File: src/rtl/iter_shifter_pkg.sv
// rtl/iter_shifter_pkg.sv - shared types and constants for the iterative shifter
package iter_shifter_pkg;

  typedef enum logic [1:0] {
    IDLE  = 2'd0,
    SHIFT = 2'd1,
    DONE  = 2'd2
  } state_e;

  localparam int DEF_WIDTH = 32;

endpackage

File: src/rtl/iter_shifter_shift_step.sv
// rtl/iter_shifter_shift_step.sv - one-position left/right shift with selectable fill bit
module shift_step #(
  parameter int WIDTH = 32
) (
  input  logic [WIDTH-1:0] data,
  input  logic             left,
  input  logic             fill,
  output logic [WIDTH-1:0] result
);

  always_comb begin
    if (left) begin
      result = {data[WIDTH-2:0], 1'b0};
    end else begin
      result = {fill, data[WIDTH-1:1]};
    end
  end

endmodule

File: src/rtl/iter_shifter.sv
// rtl/iter_shifter.sv - multi-cycle SLL/SRL/SRA unit stepping one bit per clock
module iter_shifter
  import iter_shifter_pkg::*;
#(
  parameter  int WIDTH   = DEF_WIDTH,
  localparam int SHAMT_W = $clog2(WIDTH)
) (
  input  logic               clk,
  input  logic               rst_n,
  input  logic               in_valid,
  output logic               in_ready,
  input  logic [WIDTH-1:0]   in_data,
  input  logic [SHAMT_W-1:0] in_shamt,
  input  logic               in_left,
  input  logic               in_arith,
  input  logic               flush,
  output logic               out_valid,
  input  logic               out_ready,
  output logic [WIDTH-1:0]   out_data,
  output logic               busy
);

  localparam logic [1:0] ST_IDLE  = IDLE;
  localparam logic [1:0] ST_SHIFT = SHIFT;
  localparam logic [1:0] ST_DONE  = DONE;

  logic [1:0]         state_q;
  logic [WIDTH-1:0]   data_q;
  logic [SHAMT_W-1:0] cnt_q;
  logic               dir_q;
  logic               fill_q;
  logic [WIDTH-1:0]   step_data;

  shift_step #(.WIDTH(WIDTH)) u_step (
    .data   (data_q),
    .left   (dir_q),
    .fill   (fill_q),
    .result (step_data)
  );

  assign in_ready  = (state_q == ST_IDLE);
  assign out_valid = (state_q == ST_DONE);
  assign busy      = (state_q != ST_IDLE);
  assign out_data  = data_q;

  always_ff @(posedge clk or negedge rst_n) begin
    if (!rst_n) begin
      state_q <= ST_IDLE;
      data_q  <= '0;
      cnt_q   <= '0;
      dir_q   <= 1'b0;
      fill_q  <= 1'b0;
    end else if (flush) begin
      // flush beats any pending accept or handshake; data_q is left as garbage
      state_q <= ST_IDLE;
      cnt_q   <= '0;
    end else begin
      case (state_q)
        ST_IDLE: begin
          if (in_valid) begin
            data_q  <= in_data;
            cnt_q   <= in_shamt;
            dir_q   <= in_left;
            fill_q  <= in_arith & ~in_left & in_data[WIDTH-1];
            state_q <= (in_shamt == '0) ? ST_DONE : ST_SHIFT;
          end
        end
        ST_SHIFT: begin
          data_q <= step_data;
          cnt_q  <= cnt_q - 1'b1;
          if (cnt_q == SHAMT_W'(1)) begin
            state_q <= ST_DONE;
          end
        end
        ST_DONE: begin
          if (out_ready) begin
            state_q <= ST_IDLE;
          end
        end
        default: state_q <= ST_IDLE;
      endcase
    end
  end

endmodule

File: config.mk
export PLATFORM = sky130hd
export DESIGN_NAME = iter_shifter
export DESIGN_NICKNAME = d
export VERILOG_FILES = /design/src/rtl/iter_shifter_pkg.sv /design/src/rtl/iter_shifter_shift_step.sv /design/src/rtl/iter_shifter.sv
export SDC_FILE = /design/constraint.sdc
export NUM_CORES = 1
export LEC_CHECK = 0
export ABC_AREA = 0
export CORE_ASPECT_RATIO = 0.5
export CORE_MARGIN = 4
export CORE_UTILIZATION = 57
export CTS_CLUSTER_SIZE = 40
export DETAILED_ROUTE_END_ITERATION = 8
export DONT_BUFFER_PORTS = 1
export PLACE_DENSITY = 0.82
export SLEW_MARGIN = 30
export SYNTH_ARGS = -nofsm -noshare
export SYNTH_HDL_FRONTEND = slang
export SYNTH_SLANG_ARGS = --single-unit
File: constraint.sdc
create_clock -name clk -period 1.2 [get_ports clk]
set_input_delay 0.24 -clock clk [delete_from_list [all_inputs] [get_ports clk]]
set_output_delay 0.24 -clock clk [all_outputs]
set_load 0.02 [all_outputs]
==> results of run 1 <==
## per-layer routing
| layer | up-vias | share of wire, % |
|---|---|---|
| met5 | - | 0 |
| met4 | 0 | 1.6 |
| met2 | 101 | 51 |
| met3 | 13 | 7.3 |
| met1 | 1072 | 40 |
| li1 | 1016 | - |
## power groups by stage
stage / combinational, mW / clock [mW] / sequential, mW
finish: 5.31 / 1.18 / 2.94
detailed placement: 4.19 / 0 / 2.88
global placement: 4.05 / 0 / 2.84
CTS: 4.74 / 1.18 / 2.85
global route: 5.74 / 1.27 / 3.01
floorplan: 2.61 / 0 / 3.13
## layout make-up
type	instances	area [um2]	area share, %
multi-input combinational	207	1349	43.56
clock inverter	2	37.54	1.212
clock buffer	6	82.58	2.667
tap	54	67.56	2.182
inverter	4	17.52	0.5657
timing repair buffer	49	515.5	16.65
sequential	41	1027	33.17
## state kept, by name, summed over array words and instances (netlist names)
register,cells
state_q,2
dir_q,1
fill_q,1
out_data,32
cnt_q,5
## worst max-delay path by stage
stage	startpoint	to	slack [ns]	cells past startpoint
after floorplan	state_q[1]	out_data[19]	-0.17	6
after global placement	state_q[0]	dir_q	-0.12	5
after detailed placement	state_q[1]	out_data[1]	-0.18	5
after CTS	state_q[0]	busy	-0.18	4
after global routing	state_q[1]	out_data[15]	-0.29	4
final	state_q[0]	out_data[15]	-0.23	6
## through the flow
step	power, mW	utilization [%]	hold slack (ns)	setup WS (ns)
2_1_floorplan	5.737	-	-0.05559	-0.1747
3_3_place_gp	6.893	67.00	-0.05470	-0.1226
3_5_place_dp	7.069	67.00	-0.05462	-0.1802
4_1_cts	8.777	74.39	-0.3755	-0.1772
5_1_grt	10.02	78.92	-0.3953	-0.2896
6_report	9.422	78.92	-0.3749	-0.2321
## cells in the mapped netlist
library cell | n | area share (%)
nor2_1 | 42 | 6.7
dfrtp_1 | 41 | 44
a21oi_1 | 34 | 7.3
nand2_1 | 34 | 5.5
o21ai_0 | 32 | 6.9
mux2i_1 | 31 | 13
buf_2 | 8 | 1.7
clkbuf_1 | 6 | 0.96
o21ai_1 | 5 | 1.1
a211oi_1 | 4 | 1.3
buf_6 | 4 | 1.9
inv_1 | 4 | 0.64
nor2b_1 | 3 | 0.80
nor3_1 | 3 | 0.64
buf_4 | 2 | 0.64
ha_1 | 2 | 1.1
nand2b_1 | 2 | 0.54
o22ai_1 | 2 | 0.54
o41ai_1 | 2 | 0.75
a22oi_1 | 1 | 0.32
a32o_1 | 1 | 0.43
and2_1 | 1 | 0.27
mux2_2 | 1 | 0.48
nand3b_1 | 1 | 0.32
nor3b_1 | 1 | 0.32
nor4_1 | 1 | 0.27
o21bai_1 | 1 | 0.32
o21bai_2 | 1 | 0.48
or2_4 | 1 | 0.37
or4_1 | 1 | 0.32
## kinds of logic (layout without fill, tap and decap cells)
logic type / Yosys count / count (layout)
DFF: 41 / 41
and+or+nand+nor: 90 / 90
muxes: 32 / 32
buffers and inverters: 24 / 61
AOI/OAI and AO/OA: 83 / 83
adders and majority gates: 2 / 2
## worst register-to-register path, stage by stage (launching register included)
cell and delay [ns]:
dfrtp_1 0.39, buf_4 0.14, o21bai_4 0.07, or2_4 0.34, clkbuf_16 0.21, nand2_1 0.08
o21ai_0 0.10
## repair_timing
item | CTS | global route
setup buffers | 5 | 3
setup endpoints to repair | 44 | 44
gates cloned | 2 | 1
resized for setup | 47 | 32
hold buffers | 1 | 1
pin swaps | 10 | 5
endpoints found under the hold margin | 42 | 43
==> qor.yml, run 1 <==
routing:
  drtIter0Drc: 185
  ant_nets: 0
  first_pass_iters: 4
  viasPerCell: 6.066
  wl_um: 6683
  vias: 2202
  drc: 0
  wl_per_cell_um: 18.41
timing:
  finalClockSkew_ns: 0.006817
  tightest_slew_ns: 0.3687
  relSlewSlack_pct: 75.23
  fin_crit_sh_pct: 119.3
  whs_ns: -0.3749
  rsz0062_at_grt: "true"
  setup_viol: 44
  finalWorstSetupSlack_ns: -0.2321
  fmax_ghz: 0.6983
  setup_tns_ns: -6.405
  finalCriticalPeriod_ns: 1.432
  drv_slew: 0
  finalHoldViolCount: 41
global_routing:
  grt_usage_pct: 24.35
  grt.overflow.total: 0
  grt.met3_usage_pct: 7.632
  grt_pass1_vias: 2088
  grt_start_max_net_pins: 42
  gr-usage-met2_pct: 43.51
  grt_pass1_wl_um: 10010
  antenna_found_initial: 0
  grt.busiest_layer: "met2"
  gr-usage-met1_pct: 28.97
clocking:
  cts_tree: "built"
  cts_buffer_depth: 2
  clk_pin_slew_ns: 0.09
  htreeDepth: 2
  numCtsBuffers: 5
  clock_latency_ns: 0.30
  clock_sinks: 41
  root_buffer: "clkbuf_8"
outcome:
  status: "complete, but fails checks"
  violations: "hold timing, setup timing"
synthesis:
  synthCells: 272
  yosysWarnings: 0
  yosysSeqAreaShare_pct: 43.90
  synth-compound-area-share_pct: 19.33
  syn_area_um2: 2337
  synth-simple-area-share_pct: 16.06
  synthAdderAreaFrac_pct: 1.071
  synthXorXnorAreaFrac_pct: 0
  synthesis.nets: 318
  synth_top_family_by_area: "compound AO/OA/AOI/OAI gates"
  synth_area_per_cell_um2: 8.593
  yosys_register_bits: 41
  ys_types: 30
  muxShareOfSynthArea_pct: 13.76
critical_path:
  crit_chain: "buf_4, o21bai_4, or2_4, clkbuf_16, nand2_1, o21ai_0"
  crit_path_top_delay_cell: "dfrtp_1"
  path_max_fanout: 16
  worst_setup_path_end_kind: "flop"
  reg2reg_from: "state_q[0]"
  reg2reg_to: "out_data[15]"
  critPathBufInv: 2
  worst-setup-path-type: "flop to flop"
  cpLargestDelayFamily: "simple AND/OR/NAND/NOR gates"
  crit_required_ns: 1.38
  r2r_setup_slack_ns: -0.23
  critPathArrivalTime_ns: 1.61
  slowest_delay_ns: 0.39
  start_kind: "flop"
  reg2reg_depth: 6
finish:
  final_area_um2: 3097
  diodes: 0
  final_common_cell: "dfrtp_1"
  final_cell_mix: "dfrtp_1, nor2_1, a21oi_1, buf_4, mux2i_1"
  nFillCells: 238
  nets: 354
  drive_above_1_share_pct: 31.72
  syn_to_final_growth_pct: 32.49
  fin_cells: 363
floorplanning:
  rows: 16
  core_area_um2: 3924
  die-height_um: 53.28
  die_w_um: 98.56
  num_io_pins: 79
  dieArea_um2: 5251
  start_util_pct: 59.57
placement:
  hpwl_um: 3968
  io_buffers: 0
  gp_congestion: 0.8588
  placed_area_um2: 2629
  dp.cells: 342
power_and_ir_drop:
  p_per_area_nw_per_um2: 3043
  p_sw_share_pct: 45.39
  ir_worst_vdd_mv: 1.928
  p_switching_mw: 4.277
  p_comb_share_pct: 56.3
  internal_power_mw: 5.145
  clkPwrFrac_pct: 12.5
  seqPwrFrac_pct: 31.2
  p_leak_nw: 1.408
worst_hold_path:
  hp-class: "input pin to async pin"
flow_run:
  cap_violations: 0
Note: power is estimated with default switching activity, not from simulation.
==> run 2, diff against run 1 <==
- CTS_BUF_LIST: unset -> sky130_fd_sc_hd__clkbuf_16
- SLEW_MARGIN: 30 -> 20
==> run 2 against run 1 <==
The flow still finishes with violations (hold timing, setup timing). Hold slack better by 0.021 ns. Clock power increased by 31%. Fmax up 1.8%. Critical endpoint is now cnt_q[4].
==> qor.yml, run 2 (same netlist as run 1, synthesis figures left out) <==
routing:
  viasPerCell: 6.234  # +2.8%
  drtIter0Drc: 225  # +22%
  vias: 2269  # +3.0%
  wl_per_cell_um: 19.37  # +5.2%
  wl_um: 7052  # +5.5%
  drc: 0  # unchanged
  first_pass_iters: 5  # +1
  ant_nets: 0  # unchanged
global_routing:
  grt_start_max_net_pins: 42  # unchanged
  grt_pass1_wl_um: 10370  # +3.6%
  grt_pass1_vias: 2139  # +2.4%
  grt.overflow.total: 0  # unchanged
  grt_usage_pct: 25.16  # +0.81 points
  antenna_found_initial: 0  # unchanged
finish:
  syn_to_final_growth_pct: 33.99
  drive_above_1_share_pct: 29.68  # -2.0 points
  final_common_cell: "dfrtp_1"
  diodes: 0  # unchanged
  fin_util_pct: 79.82  # +0.89 points
  largest_register_ffs: 32  # unchanged
  fin_cells: 364  # +0.28%
  final_cell_mix: "dfrtp_1, nor2_1, a21oi_1, buf_4"
  nets: 355  # +0.28%
critical_path:
  reg2reg_from: "state_q[0]"
  reg2reg_to: "cnt_q[4]"
  worst_setup_path_end_kind: "flop"
  cpMostUsedCell: "buf_4"
  crit_chain: "buf_4, nand2b_4, buf_4, nor3_1, o22ai_2"
  slowest_delay_ns: 0.39  # about the same
  start_kind: "flop"
  crit_required_ns: 1.35  # -0.03 ns
  critPathArrivalTime_ns: 1.56  # -0.05 ns
  r2r_setup_slack_ns: -0.21  # +0.03 ns
  path_max_fanout: 8  # -8
  reg2reg_depth: 5  # -1
  crit_path_top_delay_cell: "dfrtp_1"
  worst-setup-path-type: "flop to flop"
clocking:
  clock_latency_ns: 0.28  # -0.02 ns
  root_buffer: "clkbuf_16"
  cts_buffer_depth: 2  # unchanged
  htreeDepth: 2  # unchanged
  clock_sinks: 41  # unchanged
  numCtsBuffers: 5  # unchanged
  clk_pin_slew_ns: 0.06  # -0.03 ns
  cts_tree: "built"
timing:
  finalCriticalPeriod_ns: 1.407  # -0.02551 ns
  tightest_slew_ns: 0.3584  # -0.01034 ns
  fin_crit_sh_pct: 117.2  # -2.1 points
  finalHoldViolCount: 41  # unchanged
  setup_tns_ns: -6.338  # +0.06666 ns
  whs_ns: -0.3541  # +0.02074 ns
  drv_slew: 0  # unchanged
  finalClockSkew_ns: 0.005059  # -0.001757 ns
  relSlewSlack_pct: 76.11  # +0.88 points
  setup_viol: 44  # unchanged
  finalWorstSetupSlack_ns: -0.2066  # +0.02551 ns
  fmax_ghz: 0.7109  # +1.8%
  rsz0062_at_grt: "true"
placement:
  hpwl_um: 3968  # unchanged
  io_buffers: 0  # unchanged
  dp.cells: 342  # unchanged
  gp_congestion: 0.8588  # unchanged
outcome:
  status: "complete, but fails checks"
  violations: "hold timing, setup timing"
floorplanning:
  rows: 16  # unchanged
  die_w_um: 98.56  # unchanged
  dieArea_um2: 5251  # unchanged
  die-height_um: 53.28  # unchanged
  core_area_um2: 3924  # unchanged
  num_io_pins: 79  # unchanged
  start_util_pct: 59.57  # unchanged
power_and_ir_drop:
  p_per_area_nw_per_um2: 3148  # +3.5%
  p_leak_nw: 1.429  # +1.5%
  ir_worst_vdd_mv: 1.960  # +1.6%
  power.total_mw: 9.860  # +4.6%
worst_hold_path:
  hp-class: "input pin to async pin"
flow_run:
  cap_violations: 0  # unchanged
[run 2: how the worst max path moves through the flow]
| stage | startpoint | endpoint | slack, ns | cells after the start |
|---|---|---|---|---|
| final | state_q[0] | cnt_q[4] | -0.21 | 5 |
| after detailed placement | state_q[1] | out_data[1] | -0.18 | 5 |
| after global placement | state_q[0] | dir_q | -0.12 | 5 |
| after global routing | state_q[0] | cnt_q[1] | -0.30 | 6 |
| after CTS | state_q[0] | busy | -0.16 | 4 |
| after floorplan | state_q[1] | out_data[19] | -0.17 | 6 |
[run 2: cell type report]
type,count,area [um2]
repair buffers,50,520.5
flip-flops and latches,41,1027
fillers,222,792.0
clock buffers,5,125.1
well taps,54,67.56
clock inverters,3,41.29
multi-input cells,207,1333
inverters,4,17.52
[run 2: stage by stage]
| stage | setup WS (ns) | cell area, um2 |
|---|---|---|
| 2_1_floorplan | -0.1747 | 2364 |
| 3_3_place_gp | -0.1226 | 2629 |
| 3_5_place_dp | -0.1802 | 2629 |
| 4_1_cts | -0.1562 | 2990 |
| 5_1_grt | -0.3027 | 3132 |
| 6_report | -0.2066 | 3132 |
[run 2: repair_timing]
| item | 4_1_cts | 5_1_grt |
|---|---|---|
| gates cloned | 2 | 1 |
| hold endpoints to repair | 41 | 41 |
| setup endpoints to repair | 44 | 44 |
| pin swaps | 8 | 8 |
| setup buffers | 8 | 3 |
| gates resized for setup | 53 | 23 |
[run 2: layer usage]
layer | track usage (%) | vias up | part of all wire, %
li1 | - | 1016 | -
met1 | 29.74 | 1129 | 40
met2 | 45.30 | 108 | 51
met3 | 8.158 | 16 | 7.2
met4 | 6.122 | 0 | 1.9
met5 | 0 | - | 0
[run 2: power by group]
part | switching, mW | internal [mW]
logic | 2.88 | 2.52
clock network | 0.563 | 0.974
registers | 0.930 | 1.99
total | 4.37 | 5.49
[run 2: critical path: cells and delay by family, from the launching register on]
kind	cells	cell delay, ns
flops	1	0.39
simple gates	2	0.44
compound gates	1	0.11
buf+inv	2	0.34
==> run 3, diff against run 2 <==
==> constraint.sdc (replaced) <==
create_clock -name clk -period 1.2 [get_ports clk]
set_input_delay 0.06 -clock clk [delete_from_list [all_inputs] [get_ports clk]]
set_output_delay 0.06 -clock clk [all_outputs]
set_load 0.02 [all_outputs]
==> run 3 against run 2 <==
The flow still finishes with violations (hold timing, setup timing). Register-to-register slack is essentially flat. Sequential share of layout area shrank 3.4 points. Core utilization grew 9.4 points. Via count grew 13%. Total power grew 7.0%. Highest routed layer unchanged.
==> qor.yml, run 3 (same netlist as run 1, synthesis figures left out) <==
outcome:
  status: "complete, but fails checks"
  violations: "hold timing, setup timing"
clocking:
  htreeDepth: 2  # unchanged
  root_buffer: "clkbuf_16"
  numCtsBuffers: 5  # unchanged
  cts_tree: "built"
  clk_pin_slew_ns: 0.07  # about the same
  cts_buffer_depth: 2  # unchanged
  clock_sinks: 41  # unchanged
  clock_latency_ns: 0.30  # +0.02 ns
critical_path:
  worst_setup_path_end_kind: "flop"
  slowest_delay_ns: 0.49  # +0.10 ns
  cpLargestDelayFamily: "flip-flops"
  critPathBufInv: 1  # -1
  start_kind: "flop"
  critPathArrivalTime_ns: 1.60  # +0.04 ns
  reg2reg_depth: 5  # unchanged
  crit_required_ns: 1.38  # +0.03 ns
  crit_chain: "clkbuf_16, mux2i_1, nor2_1, a21oi_1, o21ai_1"
  cp.depth: 5  # unchanged
  crit_path_top_delay_cell: "dfrtp_2"
  path_max_fanout: 6  # -2
  worst-setup-path-type: "flop to flop"
placement:
  hpwl_um: 3968  # unchanged
  io_buffers: 0  # unchanged
  placed_area_um2: 2629  # unchanged
  dp.cells: 342  # unchanged
  gp_congestion: 0.8588  # unchanged
  place_ws_ns: -0.1802  # unchanged
power_and_ir_drop:
  ir_worst_vdd_mv: 2.051  # +4.7%
  p_leak_nw: 1.553  # +8.7%
  power.total_mw: 10.55  # +7.0%
  p_per_area_nw_per_um2: 3014  # -4.3%
timing:
  finalWorstSetupSlack_ns: -0.2190  # -0.01241 ns
  rsz0062_at_grt: "true"
  relSlewSlack_pct: 69.21  # -6.9 points
  finalClockSkew_ns: 0.005149  # +0.00008965 ns
  finalCriticalPeriod_ns: 1.419  # +0.01241 ns
  tightest_slew_ns: 0.4604  # +0.1020 ns
  fin_crit_sh_pct: 118.2  # +1.0 points
  finalHoldViolCount: 3  # -93%
  drv_slew: 0  # unchanged
  whs_ns: -0.04816  # +0.3059 ns
  setup_viol: 43  # -2.3%
  fmax_ghz: 0.7047  # -0.87%
finish:
  final_common_cell: "dfrtp_1"
  diodes: 0  # unchanged
  final_cell_mix: "dfrtp_1, nor2_1, dlygate4sd3_1"
  ff_latch_area_um2: 1028  # +0.12%
  nets: 388  # +9.3%
  nFillCells: 175  # -21%
  multi_input_area_um2: 1373  # +3.0%
  largest_register_ffs: 32  # unchanged
  final_area_um2: 3500  # +12%
  syn_to_final_growth_pct: 49.73
  fin_cells: 397  # +9.1%
  drive_above_1_share_pct: 29.74  # +0.060 points
floorplanning:
  num_io_pins: 79  # unchanged
  start_util_pct: 59.57  # unchanged
  rows: 16  # unchanged
  dieArea_um2: 5251  # unchanged
  die-height_um: 53.28  # unchanged
  core_area_um2: 3924  # unchanged
  die_w_um: 98.56  # unchanged
routing:
  wl_um: 8842  # +25%
  first_pass_iters: 6  # +1
  drtIter0Drc: 320  # +42%
  vias: 2569  # +13%
  ant_nets: 0  # unchanged
  viasPerCell: 6.471  # +3.8%
  wl_per_cell_um: 22.27  # +15%
  drc: 0  # unchanged
global_routing:
  grt_start_max_net_pins: 42  # unchanged
  grt_pass1_vias: 2272  # +6.2%
  grt.overflow.total: 0  # unchanged
  antenna_found_initial: 0  # unchanged
  grt_usage_pct: 28.62  # +3.5 points
  grt_pass1_wl_um: 11480  # +11%
flow_run:
  cap_violations: 0  # unchanged
worst_hold_path:
  hp-class: "input pin to flop"
  min_path_cells: 2
## run 3: layout make-up
| type | instances | area share [%] |
|---|---|---|
| tap | 54 | 1.931 |
| clock inverter | 3 | 1.180 |
| timing repair buffer | 83 | 24.20 |
| clock buffer | 5 | 3.575 |
| sequential | 41 | 29.39 |
| multi-input combinational | 207 | 39.22 |
| inverter | 4 | 0.5005 |
## run 3: final timing paths
kind | start | end | slack (ns)
worst max-delay path | dir_q | out_data[22] | -0.22
worst min-delay path | in_data[14] | out_data[14] | -0.05
worst max register to register | dir_q | out_data[22] | -0.22
worst min register to register | fill_q | fill_q | 0.53
max in group asynchronous | rst_n | state_q[0] | 0.75
min in group asynchronous | rst_n | out_data[12] | 0.22
## run 3: per-stage QoR
| stage | setup TNS, ns | hold slack [ns] | util [%] |
|---|---|---|---|
| final | -4.809 | -0.04816 | 89.19 |
| after global routing | -6.663 | -0.02051 | 89.19 |
| after CTS | -2.484 | 0.003826 | 82.56 |
| after detailed placement | -4.029 | -0.2346 | 67.00 |
| after global placement | -2.252 | -0.2347 | 67.00 |
| after floorplan | -5.680 | -0.2356 | - |
## run 3: power by group
group          leakage (nW)  switching [mW]  internal, mW
clock network        0.0775           0.607         0.975
logic                 0.959            3.21          2.70
registers             0.516            1.06          1.99
total                  1.55            4.88          5.67
## run 3: timing repair
action                     in CTS  in global routing
setup endpoints to repair      43                 44
hold endpoints to repair       78                  1
gates cloned                    0                  2
buffers inserted                5                  5
gates resized for setup        39                 44
pin swaps                       7                 16
hold buffers                   34                  1
## run 3: layer usage
metal / wire [um] / global-route usage [%] / vias up
li1: - / - / 1088
met1: 3281 / 34.40 / 1219
met2: 4188 / 49.11 / 209
met3: 956 / 8.026 / 53
met4: 416 / 12.47 / 0
met5: 0 / 0 / -
## run 3: worst register-to-register path, cell delays in order, from the launching register on
cell and delay (ns):
dfrtp_2 0.49, clkbuf_16 0.21, mux2i_1 0.26, nor2_1 0.11
a21oi_1 0.16, o21ai_1 0.08
